### config.mk
export PLATFORM = sky130hd
export DESIGN_NAME = fx_cmd_master
export DESIGN_NICKNAME = d
export VERILOG_FILES = /design/src/rtl/fx_bus_pkg.sv /design/src/rtl/fx_cmd_master.sv
export SDC_FILE = /design/constraint.sdc
export NUM_CORES = 1
export LEC_CHECK = 0
export ABC_CLOCK_PERIOD_IN_PS = 6500
export CORE_ASPECT_RATIO = 0.8
export CORE_MARGIN = 5
export CORE_UTILIZATION = 25
export DETAILED_ROUTE_END_ITERATION = 10
export SYNTH_ARGS = -nofsm -noshare
export SYNTH_HDL_FRONTEND = slang
export SYNTH_SLANG_ARGS = --single-unit
### constraint.sdc
create_clock -name clk_sys -period 6.5 [get_ports clk_sys]
set_input_delay 1.3 -clock clk_sys [delete_from_list [all_inputs] [get_ports clk_sys]]
set_output_delay 1.3 -clock clk_sys [all_outputs]
set_load 0.02 [all_outputs]
### src/rtl/fx_bus_pkg.sv
// fx_bus_pkg
//   Shared definitions for the fx register bus command master: frame header
//   codes, the write-acknowledge byte, fx field widths, the master FSM state
//   type and a saturating error-counter helper.
package fx_bus_pkg;

    localparam logic [7:0] HDR_WR = 8'hA5;
    localparam logic [7:0] HDR_RD = 8'h5A;
    localparam logic [7:0] ACK    = 8'h06;

    localparam int unsigned FX_AW = 16;   // fx address: [13:8] module id, [7:0] register
    localparam int unsigned FX_DW = 8;    // fx data
    localparam int unsigned CNT_W = 16;   // shared timeout / read-latency counter

    typedef enum logic [2:0] {
        ST_IDLE,
        ST_GET_AH,
        ST_GET_AL,
        ST_GET_D,
        ST_WR,
        ST_RD,
        ST_RD_WAIT,
        ST_RSP
    } state_t;

    function automatic logic [7:0] sat_inc8(input logic [7:0] v);
        return (v == 8'hFF) ? v : v + 8'd1;
    endfunction

endpackage

### src/rtl/fx_cmd_master.sv
// fx_cmd_master
//   Host-side master of the fx register bus. Parses a byte stream of
//   HDR, ADDR_H, ADDR_L[, DATA] frames into single fx_wr / fx_rd strobes and
//   returns one response byte (read data, or ACK for writes when ACK_WR=1).
// Ports
//   clk_sys, rst          clock, synchronous active-high reset
//   cmd_vld/cmd_data/cmd_rdy   command byte stream in (transfer = vld & rdy)
//   rsp_vld/rsp_data/rsp_rdy   response byte out (transfer = vld & rdy)
//   fx_waddr/fx_wr/fx_data     fx write port, one-cycle strobe, addr/data hold
//   fx_raddr/fx_rd/fx_q        fx read port, fx_q valid RD_LAT cycles after fx_rd
//   busy                  high whenever the FSM is not idle
//   err_cnt               saturating count of bad headers and timeouts
// Parameters
//   RD_LAT   fx read latency in cycles (must be >= 1)
//   TMO_CYC  idle cycles allowed inside a frame before abort; 0 disables
//   ACK_WR   1: writes return ACK, 0: writes return nothing
module fx_cmd_master
    import fx_bus_pkg::*;
#(
    parameter int unsigned RD_LAT  = 1,
    parameter int unsigned TMO_CYC = 1023,
    parameter bit          ACK_WR  = 1'b1
) (
    input  logic             clk_sys,
    input  logic             rst,
    input  logic             cmd_vld,
    input  logic [7:0]       cmd_data,
    output logic             cmd_rdy,
    output logic             rsp_vld,
    output logic [7:0]       rsp_data,
    input  logic             rsp_rdy,
    output logic [FX_AW-1:0] fx_waddr,
    output logic             fx_wr,
    output logic [FX_DW-1:0] fx_data,
    output logic [FX_AW-1:0] fx_raddr,
    output logic             fx_rd,
    input  logic [FX_DW-1:0] fx_q,
    output logic             busy,
    output logic [7:0]       err_cnt
);

    localparam logic [CNT_W-1:0] TMO_LIM = CNT_W'(TMO_CYC);
    localparam logic [CNT_W-1:0] RD_LIM  = CNT_W'(RD_LAT - 1);

    state_t             state_q, state_d;
    logic [CNT_W-1:0]   cnt_q, cnt_d;
    logic               is_rd_q, is_rd_d;
    logic [7:0]         addr_h_q, addr_h_d;
    logic [7:0]         addr_l_q, addr_l_d;
    logic               cmd_rdy_q, cmd_rdy_d;
    logic               rsp_vld_q, rsp_vld_d;
    logic [7:0]         rsp_data_q, rsp_data_d;
    logic [FX_AW-1:0]   fx_waddr_q, fx_waddr_d;
    logic               fx_wr_q, fx_wr_d;
    logic [FX_DW-1:0]   fx_data_q, fx_data_d;
    logic [FX_AW-1:0]   fx_raddr_q, fx_raddr_d;
    logic               fx_rd_q, fx_rd_d;
    logic               busy_q, busy_d;
    logic [7:0]         err_cnt_q, err_cnt_d;
    logic               accept;

    assign accept = cmd_vld & cmd_rdy_q;

    always_comb begin
        state_d    = state_q;
        cnt_d      = cnt_q;
        is_rd_d    = is_rd_q;
        addr_h_d   = addr_h_q;
        addr_l_d   = addr_l_q;
        rsp_vld_d  = rsp_vld_q;
        rsp_data_d = rsp_data_q;
        fx_waddr_d = fx_waddr_q;
        fx_wr_d    = 1'b0;
        fx_data_d  = fx_data_q;
        fx_raddr_d = fx_raddr_q;
        fx_rd_d    = 1'b0;
        err_cnt_d  = err_cnt_q;

        case (state_q)
            ST_IDLE: begin
                cnt_d = '0;
                if (accept) begin
                    if (cmd_data == HDR_WR) begin
                        is_rd_d = 1'b0;
                        state_d = ST_GET_AH;
                    end else if (cmd_data == HDR_RD) begin
                        is_rd_d = 1'b1;
                        state_d = ST_GET_AH;
                    end else begin
                        err_cnt_d = sat_inc8(err_cnt_q);
                    end
                end
            end
            ST_GET_AH: begin
                if (accept) begin
                    cnt_d    = '0;
                    addr_h_d = cmd_data;
                    state_d  = ST_GET_AL;
                end
            end
            ST_GET_AL: begin
                if (accept) begin
                    cnt_d = '0;
                    if (is_rd_q) begin
                        // Strobe is registered so it appears the cycle after ADDR_L.
                        fx_raddr_d = {addr_h_q, cmd_data};
                        fx_rd_d    = 1'b1;
                        state_d    = ST_RD;
                    end else begin
                        addr_l_d = cmd_data;
                        state_d  = ST_GET_D;
                    end
                end
            end
            ST_GET_D: begin
                if (accept) begin
                    cnt_d      = '0;
                    fx_waddr_d = {addr_h_q, addr_l_q};
                    fx_data_d  = cmd_data;
                    fx_wr_d    = 1'b1;
                    state_d    = ST_WR;
                end
            end
            ST_WR: begin
                if (ACK_WR) begin
                    rsp_vld_d  = 1'b1;
                    rsp_data_d = ACK;
                    state_d    = ST_RSP;
                end else begin
                    state_d = ST_IDLE;
                end
            end
            ST_RD: begin
                cnt_d   = '0;
                state_d = ST_RD_WAIT;
            end
            ST_RD_WAIT: begin
                // The counter is reused here to count off the slave read latency.
                if (cnt_q == RD_LIM) begin
                    cnt_d      = '0;
                    rsp_data_d = fx_q;
                    rsp_vld_d  = 1'b1;
                    state_d    = ST_RSP;
                end else begin
                    cnt_d = cnt_q + 1'b1;
                end
            end
            ST_RSP: begin
                if (rsp_rdy) begin
                    rsp_vld_d = 1'b0;
                    state_d   = ST_IDLE;
                end
            end
            default: state_d = ST_IDLE;
        endcase

        // Abort lands on the edge where the idle count reaches the limit, so a
        // byte offered in that last cycle is still accepted rather than dropped.
        if ((state_q == ST_GET_AH || state_q == ST_GET_AL || state_q == ST_GET_D)
            && !accept && TMO_CYC != 0) begin
            cnt_d = cnt_q + 1'b1;
            if (cnt_d == TMO_LIM) begin
                cnt_d     = '0;
                state_d   = ST_IDLE;
                err_cnt_d = sat_inc8(err_cnt_q);
            end
        end

        cmd_rdy_d = (state_d == ST_IDLE) || (state_d == ST_GET_AH) ||
                    (state_d == ST_GET_AL) || (state_d == ST_GET_D);
        busy_d    = (state_d != ST_IDLE);
    end

    always_ff @(posedge clk_sys) begin
        if (rst) begin
            state_q    <= ST_IDLE;
            cnt_q      <= '0;
            is_rd_q    <= 1'b0;
            addr_h_q   <= '0;
            addr_l_q   <= '0;
            cmd_rdy_q  <= 1'b0;
            rsp_vld_q  <= 1'b0;
            rsp_data_q <= '0;
            fx_waddr_q <= '0;
            fx_wr_q    <= 1'b0;
            fx_data_q  <= '0;
            fx_raddr_q <= '0;
            fx_rd_q    <= 1'b0;
            busy_q     <= 1'b0;
            err_cnt_q  <= '0;
        end else begin
            state_q    <= state_d;
            cnt_q      <= cnt_d;
            is_rd_q    <= is_rd_d;
            addr_h_q   <= addr_h_d;
            addr_l_q   <= addr_l_d;
            cmd_rdy_q  <= cmd_rdy_d;
            rsp_vld_q  <= rsp_vld_d;
            rsp_data_q <= rsp_data_d;
            fx_waddr_q <= fx_waddr_d;
            fx_wr_q    <= fx_wr_d;
            fx_data_q  <= fx_data_d;
            fx_raddr_q <= fx_raddr_d;
            fx_rd_q    <= fx_rd_d;
            busy_q     <= busy_d;
            err_cnt_q  <= err_cnt_d;
        end
    end

    assign cmd_rdy  = cmd_rdy_q;
    assign rsp_vld  = rsp_vld_q;
    assign rsp_data = rsp_data_q;
    assign fx_waddr = fx_waddr_q;
    assign fx_wr    = fx_wr_q;
    assign fx_data  = fx_data_q;
    assign fx_raddr = fx_raddr_q;
    assign fx_rd    = fx_rd_q;
    assign busy     = busy_q;
    assign err_cnt  = err_cnt_q;

endmodule

==> reports/metrics.yaml <==
dp.final_hpwl_um: 8070
p_leak_nw: 1.79
fp.dieH_um: 127
ys_top_cells_by_area: "dfxtp_1 45%, nand2_1 8.8%, a21oi_1 7.1%"
wl_um: 11400
cts_sinks: 97
drc: 0
seq_area_um2: 1940
path_cells: "clkdlybuf4s50_1 -> a21oi_2 -> nand4_1 -> a2111oi_4 -> o2111ai_2 -> a21oi_4 -> nand4_1 -> mux2_1"
pin_count: 81
hold_viol: 0
cts_hold_buf: 0
gr-total-overflow: 0
grt_pass1_vias: 3453
avgSynthCellArea_um2: 8.29
dr.pass1.iters: 5
setup_viol: 0
drv_cap: 0
nNetsFinal: 602
min_period_ps: 3380
core_area_um2: 16700
finalSetupTns_ps: 0
grt.total_usage_pct: 11.2
yosysUniqueCellTypes: 56
grt_max_degree: 54
maxSlewHeadroom_pct: 32.1
cts_setup_buffers: 0
clk_latency_ps: 340
wl_per_cell_um: 14.2
path_clk_slew_ps: 70
crit_arrival_ps: 3610
cts_made_buffers: 9
drv_slew: 0
syn_to_final_growth_pct: 28.9
die_area_um2: 19900
timing.final.ws_setup_ps: 3120
synth_largest_area_cell: "dfxtp_1"
ys_seq_area_share_pct: 45.3
drive_above_1_share_pct: 5.83
synth_seq_cells: 97
hp-class: "reg2reg"
multi_input_area_um2: 2160
crit_type: "in2reg"
yosysWarnings: 0
synth_nets: 541
floorplan.rows: 42
required_ps: 6730
synthDominantCellAreaShare_pct: 45.3
antenna_found_initial: 0
cts_tree: "yes"
synthArstFlopShare_pct: 0
place.gp.congestion: 0.808
yosys_most_used_dff: "dfxtp_1"
skew_ps: 11.1
post_drt_via_cell_ratio: 4.73
power_density_nw_per_um2: 213
critPathMaxFanout: 6
ir_drop_v: 0.000125
ant_nets: 0
cp_common_cell: "nand4_1"
critPathMaxStageDelay_ps: 480
worst_setup_path_start_kind: "input port"
status: "finished clean"
htree_levels: 3
syn_area_um2: 4290
via_count: 3797
clock-root-buffer: "clkbuf_16"
max_freq_mhz: 296
ctsResizeCount: 0
fp.dieW_um: 156
tightest_slew_ps: 1020
portBuffers: 80
critPathCaptureType: "flop"
grt_setup_unrepaired: "false"
grt_pass1_wl_um: 18100
synth_edf_count: 0
first_iter_violations: 233
pre_cts_slack_ps: 2740
cts_buffer_depth: 2
n_fill_cell: 1779
crit_slowest_cell: "clkdlybuf4s50_1"
period_share_pct: 52.0
antennaDiodeCount: 0
start_util_pct: 25.7
synthCells: 517
[cells by family after synthesis]
kind of cell	after synthesis	share of synthesized area (%)
adders and majority gates	4	1.17
xor gates and xnor gates	6	1.23
DFF	97	45.3
muxes	19	4.46
buffers and inverters	41	4.64
AOI/OAI and AO/OA	114	16.8
and+or+nand+nor	236	26.4
[layout make-up]
cell class                 count  area share, %
inverter                       6          0.407
timing repair buffer          85           15.1
clock buffer                  12           4.46
tap                          220           4.98
clock inverter                 4          0.928
multi-input combinational    379           39.0
sequential                    97           35.1
[critical path, delay by kind of cell]
| kind | cells | cell delay [ps] |
|---|---|---|
| buffers and inverters | 1 | 480 |
| AOI/OAI and AO/OA | 4 | 1180 |
| and+or+nand+nor | 2 | 320 |
| muxes | 1 | 330 |
[state kept, by name, indices dropped and copies added (netlist names)]
register and cells:
cmd_rdy 1, is_rd_q 1, addr_h_q 8, fx_wr 1, busy 1, state_q 3, addr_l_q 8, rsp_vld 1
fx_raddr 16, cnt_q 16, err_cnt 8, fx_waddr 16, fx_data 8, fx_rd 1, rsp_data 8
[cell usage after synthesis (5+ instances only)]
library cell and instances:
and3_1 10, mux2i_1 18, o21ai_0 12, nand4_1 5, nor2b_1 8, inv_1 6, nand2_1 101, a22oi_1 12
nor3_1 14, buf_2 6, nor2_1 52, dfxtp_1 97, nand3_1 15, a21oi_1 61, nor4_1 5, clkbuf_1 22
[worst paths after layout]
kind / slack (ps) / endpoint / cells after the start / startpoint
max: 3120 / err_cnt[3]$_SDFF_PP0_ / 8 / cmd_vld
min: 450 / fx_raddr[15]$_SDFFE_PP0P_ / 2 / fx_raddr[15]$_SDFFE_PP0P_
max reg2reg: 3340 / cnt_q[2]$_SDFFE_PP0P_ / 8 / cnt_q[1]$_SDFFE_PP0P_
min reg2reg: 450 / fx_raddr[15]$_SDFFE_PP0P_ / 2 / fx_raddr[15]$_SDFFE_PP0P_
[routing by layer]
layer	wire, um	part of all wire, %	track usage (%)
met5	0	0	0
met4	153	1.3	3.67
met3	838	7.4	4.06
met2	4530	40	15.0
met1	5880	52	16.6
[per-stage QoR]
stage	cell area (um^2)	total power [W]	util (%)	instances	hold slack [ps]
2_1_floorplan	4290	0.000627	-	517	431
6_report	5530	0.00118	33.1	803	452
4_1_cts	5530	0.00119	33.1	803	457
5_1_grt	5530	0.00122	33.1	803	476
3_5_place_dp	5230	0.000651	31.3	787	445
3_3_place_gp	5230	0.000652	31.3	787	441
[power breakdown]
group / switching [W] / total [W] / internal [W]
registers: 0.00000179 / 0.000597 / 0.000595
clock network: 0.000228 / 0.000538 / 0.000310
logic: 0.0000240 / 0.0000405 / 0.0000165
[cell usage in the layout (no fill, tap or decap), types with 2 or more instances in the layout]
cell,synthesis,final
a21boi_0,2,2
a21oi_1,61,61
a22oi_1,12,12
a311oi_1,3,3
a31oi_1,3,3
a41oi_1,3,3
and3_1,10,10
and4b_1,3,3
buf_4,4,5
clkbuf_1,22,2
clkbuf_16,0,9
clkdlybuf4s50_1,0,79
dfxtp_1,97,97
ha_1,4,4
inv_1,6,6
mux2i_1,18,18
nand2_1,101,101
nand3_1,15,15
nand3b_1,2,2
nand4_1,5,5
nor2_1,52,52
nor2b_1,8,8
nor3_1,14,13
nor3b_1,4,4
nor4_1,5,5
nor4b_2,1,2
o21ai_0,12,12
o22ai_1,3,3
o31a_1,2,2
or3_1,3,3
or4bb_1,4,4
xnor2_1,3,3
xor2_1,3,3
(Power assumes the default switching activity.)
